`config.mk`:
```
export PLATFORM = sky130hd
export DESIGN_NAME = set_bit_index_serializer
export DESIGN_NICKNAME = d
export VERILOG_FILES = /design/src/rtl/set_bit_index_serializer.sv
export SDC_FILE = /design/constraint.sdc
export NUM_CORES = 1
export LEC_CHECK = 0
export CAP_MARGIN = 15
export CORE_MARGIN = 2
export CORE_UTILIZATION = 45
export CTS_CLUSTER_SIZE = 25
export DETAILED_ROUTE_END_ITERATION = 8
export HOLD_SLACK_MARGIN = 0.08
export PLACE_DENSITY = 0.7
export SLEW_MARGIN = 10
export SYNTH_ARGS = -nofsm -noshare
export SYNTH_HDL_FRONTEND = slang
export SYNTH_SLANG_ARGS = --single-unit
```
`constraint.sdc`:
```
create_clock -name clk -period 4.2 [get_ports clk]
set_clock_uncertainty 0.15 [all_clocks]
set_input_delay 0.63 -clock clk [delete_from_list [all_inputs] [get_ports clk]]
set_output_delay 0.63 -clock clk [all_outputs]
set_load 0.005 [all_outputs]
```
`src/rtl/set_bit_index_serializer.sv`:
```
// ============================================================================
// Module   : set_bit_index_serializer
// Purpose  : Streams the index of every set bit of a captured word, lowest
//            first, one index per valid/ready beat.
// Revision : 1.0  initial release
// ============================================================================
`default_nettype none

module set_bit_index_serializer #(
  parameter int W  = 16,
  parameter int IW = $clog2(W),
  parameter int CW = $clog2(W + 1)
) (
  input  logic          clk,
  input  logic          reset,
  input  logic          in_valid,
  output logic          in_ready,
  input  logic [W-1:0]  in_data,
  output logic          out_valid,
  input  logic          out_ready,
  output logic [IW-1:0] out_index,
  output logic          out_last,
  output logic          out_empty,
  output logic [CW-1:0] out_count,
  output logic          out_onehot
);

  typedef enum logic [0:0] {
    IDLE = 1'b0,
    EMIT = 1'b1
  } state_t;

  localparam logic [W-1:0] c_one = W'(1);

  state_t        r_state;
  state_t        w_next;
  logic [W-1:0]  r_mask;
  logic [CW-1:0] r_count;
  logic          r_onehot;
  logic          r_empty;
  logic [CW-1:0] w_pop;
  logic          w_single;
  logic          w_accept;
  logic          w_beat;

  // Population count of the incoming word, only consumed on the accept edge.
  always_comb begin
    w_pop = '0;
    for (int i = 0; i < W; i++) begin
      w_pop = w_pop + CW'(in_data[i]);
    end
  end

  // Lowest set bit wins: scan downward so the last hit is the smallest index.
  always_comb begin
    out_index = '0;
    for (int i = W - 1; i >= 0; i--) begin
      if (r_mask[i]) out_index = IW'(i);
    end
  end

  assign w_single   = (r_mask != '0) && ((r_mask & (r_mask - c_one)) == '0);
  assign out_last   = w_single || r_empty;
  assign out_empty  = r_empty;
  assign out_count  = r_count;
  assign out_onehot = r_onehot;
  assign w_accept   = in_valid && in_ready;
  assign w_beat     = out_valid && out_ready;

  always_comb begin
    w_next    = r_state;
    in_ready  = 1'b0;
    out_valid = 1'b0;
    case (r_state)
      IDLE: begin
        in_ready = !reset;
        if (in_valid && !reset) w_next = EMIT;
      end
      EMIT: begin
        out_valid = 1'b1;
        if (out_ready && out_last) w_next = IDLE;
      end
      default: w_next = IDLE;
    endcase
  end

  always_ff @(posedge clk) begin
    if (reset) begin
      r_state  <= IDLE;
      r_mask   <= '0;
      r_count  <= '0;
      r_onehot <= 1'b0;
      r_empty  <= 1'b0;
    end else begin
      r_state <= w_next;
      if (w_accept) begin
        r_mask   <= in_data;
        r_count  <= w_pop;
        r_onehot <= (w_pop == CW'(1));
        r_empty  <= (in_data == '0);
      end else if (w_beat) begin
        r_mask <= r_mask & (r_mask - c_one);
        if (out_last) r_empty <= 1'b0;
      end
    end
  end

endmodule

`default_nettype wire

```
Word-level counts from Yosys, hierarchy flattened
Cells that the tools add are included.
{"block": "totals", "wordCells": 63, "rom_bits": 0, "ram_bits": 0, "mem_count": 0, "in_bits": 20, "latchBits": 0, "regBits": 24}
{"block": "classes", "div": 0, "muxes": 26, "eq_ne": 1, "n_reduce_logical": 13, "bitwise": 2, "multipliers": 0, "n_lt_le_gt_ge": 0, "n_shift": 0, "n_addsub": 16}
{"operator": "two-way mux 4 bit", "n": 16}
{"operator": "adder 5 x 1 -> 5 bit", "n": 11}
{"operator": "logical NOT 16 bit", "n": 2}
{"operator": "two-way mux 16 bit", "n": 2}
{"operator": "bitwise AND 16 bit", "n": 1}
{"operator": "nonzero test 16 bit", "n": 1}
{"operator": "subtractor 16 x 1 -> 16 bit, second input constant", "n": 1}
{"operator": "two-way mux 1 bit", "n": 7}
{"operator": "adder 4 x 1 -> 5 bit", "n": 1}
{"operator": "== test 5 x 1 -> 1 bit, second input constant", "n": 1}
{"operator": "logical AND 1 bit", "n": 5}
{"operator": "adder 3 x 1 -> 4 bit", "n": 1}
{"operator": "nonzero test 2 bit", "n": 2}
{"operator": "adder 2 x 1 -> 3 bit", "n": 1}
{"operator": "adder 1 x 1 -> 2 bit", "n": 1}
{"operator": "case mux 1 bit (2 select lines)", "n": 1}
{"operator": "AND reduction 2 bit", "n": 1}
{"operator": "logical NOT 1 bit", "n": 1}
{"operator": "logical OR 1 bit", "n": 1}
{"operator": "inverter 1 bit", "n": 1}

Longest topological paths before layout
{"block": "logic_depth", "word_depth": 16, "mapped_depth": 14}

Worst setup path before layout
No wires, ideal clock.
{"block": "synth_path", "path_kind": "input -> register", "from": "input port in_data[0]", "to": "register r_onehot, in the netlist out_onehot", "setup_ps": 132, "path_stages": 13, "slack_ps": 297, "n_path_buf": 0, "arrival_time_ps": 3620, "path_cell_list": "inv_1 -> fa_1 -> fa_1 -> fa_1 -> fa_1 -> inv_1 -> ha_1 -> inv_1 -> fa_1 -> xnor2_1 -> nor2_1 -> nand4b_1 -> a21oi_1"}
{"block": "synth_between", "elab_chain_len": 16}
{"item": "from (decl)", "line_no": "18", "source": "input logic [W-1:0] in_data,"}
{"item": "adder 1 x 1 -> 2 bit", "line_no": "50", "source": "w_pop = w_pop + CW'(in_data[i]);"}
{"item": "adder 2 x 1 -> 3 bit", "line_no": "50"}
{"item": "adder 3 x 1 -> 4 bit", "line_no": "50"}
{"item": "adder 4 x 1 -> 5 bit", "line_no": "50"}
{"item": "adder 5 x 1 -> 5 bit (11 in series)", "line_no": "50"}
{"item": "== test 5 x 1 -> 1 bit", "line_no": "99", "source": "r_onehot <= (w_pop == CW'(1));"}
{"item": "to (signal assigned)", "line_no": "99"}
{"item": "to (decl)", "line_no": "39", "source": "logic r_onehot;"}
Every way passes these cells.
A chain may end at the register's enable or synchronous reset.

Final worst setup path
{"block": "layout_path", "from": "input port in_data[5]", "to": "register r_onehot, in the netlist out_onehot"}
{"block": "layout_between", "elab_chain_len": 12}
{"item": "adder 5 x 1 -> 5 bit (11 in series)", "line_no": "50"}
{"item": "== test 5 x 1 -> 1 bit", "line_no": "99"}
Every way passes these cells.

==> impl_results.md <==
* Syn Area/Cell at between 7 and 8 um^2
* Maxcap violations at 0
* Post-synthesis compound-gate area fraction at roughly 23%
* Clock transition at path regs at roughly 80 ps
* IR drop worst, VDD at ~0.0003 V
* Mux cell area share after synthesis at 0%
* # fillers at slightly below 400
* Worst r2r path cells at 6
* Final setup violating endpoints at 0
* DR vias at approximately 1800
* Yosys reg bits at 24
* Most common cell after layout, fill and taps aside: nor2_1
* Aggregate global-route resource usage at 22.65%
* Combinational share of power at 51.9%
* Post-route cell area at about 2300 um^2
* Crit-path max FO at 3
* Top_reg_cell synth: dfxtp_1
* Avg WL per Cell at 14.48 um
* Synth Area in XOR/XNOR at less than 1%
* Worst-margin pin slew at 449.6 ps
* Chip width at slightly below 70 um
* # IOs at 34
* Worst hold path depth at 2
* Die Ht at slightly below 70 um
* Initial antenna violation count at 0
* Rows at 23
* Dpl cells at 320
* Pwr dens at between 300 and 400 nW/um^2
* Post-synth EDFFs at 0
* DRC at 0
* Core area at 3943 um^2
* Initial Util at a little under half
* Critical path type: in2reg
* Final GP Congestion at between 0.8 and 0.9
* Final #Nets at 312
* Final Util at between 50% and 60%
* Sequential element share of the synthesized area at 26.28%
* Post-Synthesis Cells at 235
* Pre-antenna DRT Iters at 4
* Post-route clock period utilization at approximately 97%
* Power Total at between 800 and 900 uW
* Worst Setup Start Kind: primary input
* Worst Path Required at around 4300 ps
* Grt ovf at 0
* Layout cells sized above 1 at 12.36%
* First-pass GRT wire length at about 8 mm
* # clock sinks at 24
* Leakage at 0.9709 nW
* Num CTS Buffers at 3
* Post-synth ARST share at 0%
* Initial drt markers at approximately 110
* Multi-input gate area at roughly 1200 um^2
* Htree depth at 1
* Internal cell power at 574.6 uW
* Status: complete, no violations
* Vias per Instance at 5.545
* R2r endpoint: r_mask[12]
* IO buf count at 33
* Final min period at 4067 ps
* Yosys warnings at 0
* Synth Area in Simple Gates at between 20 and 30%
* Fmax at around 250 MHz
* Antenna fix cells at 0
* FF-to-FF Start: r_state
* Clock power frac at between 10% and 20%
* Final WL at ~4.7 mm
* Commonest cells after routing, fill and taps aside: nor2_1 (29), inv_1 (24), clkdlybuf4s50_1 (24), dfxtp_1 (24), nand2_1 (21)
* Sequential group share of total power at 30.5%
* Clock Latency Late Sink at around 270 ps
* Largest family of logic cells by synthesized area: simple AND/OR/NAND/NOR gates
* Final Hold Vio Count at 0
* Deepest clock path buffer count at 2
* Switching Share at 35.91%
* Area grow syn2layout at 27.04%
* Setup crit end kind: register
* Slew HR at roughly 70%
* Dpl cell area at 2260 um^2
* Number of global-route vias before repair at 1655
* Worst hold start: out_count[2]
* R2R setup slack at just over 2000 ps
* Synthesized area at roughly 1800 um^2
* Synth unique cells at 45
* Hpwl dp at about 3.6 mm
* CTS root buf: clkbuf_8
* Hold endpoint: out_count[2]
* Die area at ~4600 um^2
* Seq. cell area at about 480 um^2
* CTS tree: built
* Crit path arrival time at just over 4000 ps
* Post-synthesis adder-cell area fraction at between 10% and 20%
* Syn_nets at between 200 and 300
* P_sw at 322.0 uW
* Post-route ant nets at 0
* Non-filler cells, final at between 300 and 400
* Setup TNS at 0 ps
* Worst min path class: reg2reg
* Largest net degree at the start of global routing at 23
* Slew Viols, Final at 0
[per-stage QoR]
| stage | hold WS [ps] | worst slack (ps) |
|---|---|---|
| after floorplan | 302.7 | 297.4 |
| after global placement | 298.4 | -329.7 |
| after detailed placement | 305.4 | -389.3 |
| after CTS | 313.7 | 104.0 |
| after global routing | 352.7 | -14.56 |
| final | 320.1 | 133.4 |
[power groups by stage]
| stage | clock network, mW | registers, mW | logic, mW |
|---|---|---|---|
| floorplan | 0 | 0.271 | 0.296 |
| global placement | 0 | 0.278 | 0.448 |
| detailed placement | 0 | 0.279 | 0.457 |
| CTS | 0.159 | 0.274 | 0.469 |
| global route | 0.169 | 0.277 | 0.520 |
| finish | 0.157 | 0.274 | 0.466 |
[flip-flops by register name (all words and copies together) (netlist names)]
register	count
out_empty	1
out_count	5
out_onehot	1
r_mask	16
r_state	1
[worst max-delay path: stages]
cell and delay [ps]:
clkdlybuf4s15_1 240, inv_1 80, fa_1 570, fa_1 430, fa_1 520, fa_1 420, inv_1 70, ha_2 160
inv_1 50, fa_2 520, nand2_1 50, nor2_1 110, nand4b_1 130, a21oi_2 150
[worst max-delay path by stage]
| stage | startpoint | endpoint | slack (ps) | cells after the start |
|---|---|---|---|---|
| after floorplan | in_data[0] | out_onehot | 300 | 13 |
| after global placement | in_data[5] | out_onehot | -330 | 14 |
| after detailed placement | in_data[5] | out_onehot | -390 | 14 |
| after CTS | in_data[15] | out_onehot | 100 | 14 |
| after global routing | in_data[5] | out_onehot | -10 | 14 |
| final | in_data[5] | out_onehot | 130 | 14 |
[cell families (layout without fill, tap and decap cells)]
group | count (synthesis) | count (layout)
flops | 24 | 24
xor+xnor | 2 | 2
buf+inv | 40 | 80
simple gates | 87 | 87
fa+ha+maj | 16 | 16
compound gates | 66 | 66
[synth_stat cells, drive strengths merged, types with 6 or more instances]
library cell,count,area [um^2]
a22oi,9,67.56
a21oi,20,100.1
nor3,6,30.03
clkbuf,7,26.28
fa,10,200.2
dfxtp,24,480.5
inv,28,105.1
nand2,22,85.09
o21ai,16,80.08
nor2,29,108.9
nor4,6,82.58
nand3,7,40.04
ha,6,75.07
[layer usage]
metal | wire length [um] | GRT usage [%] | up-vias
met2 | 2216 | 36.52 | 57
met3 | 211 | 2.000 | 4
met5 | 0 | 0 | -
li1 | - | - | 895
met4 | 42 | 4.847 | 0
met1 | 2236 | 32.82 | 846
[area by class of cell]
type                    count  share of cell area [%]
repair buffers             48                   18.70
clock buffers               4                   2.371
inverters                  28                   4.526
well taps                  50                   2.694
flip-flops and latches     24                   20.69
multi-input cells         171                   51.02
[what timing repair did]
action,in CTS,in global routing
endpoints found under the setup margin,3,1
pin swaps,9,1
resized for setup,14,4
hold buffers,0,0
buffers inserted,1,0
No activity file was read; power rests on OpenSTA's default activity.
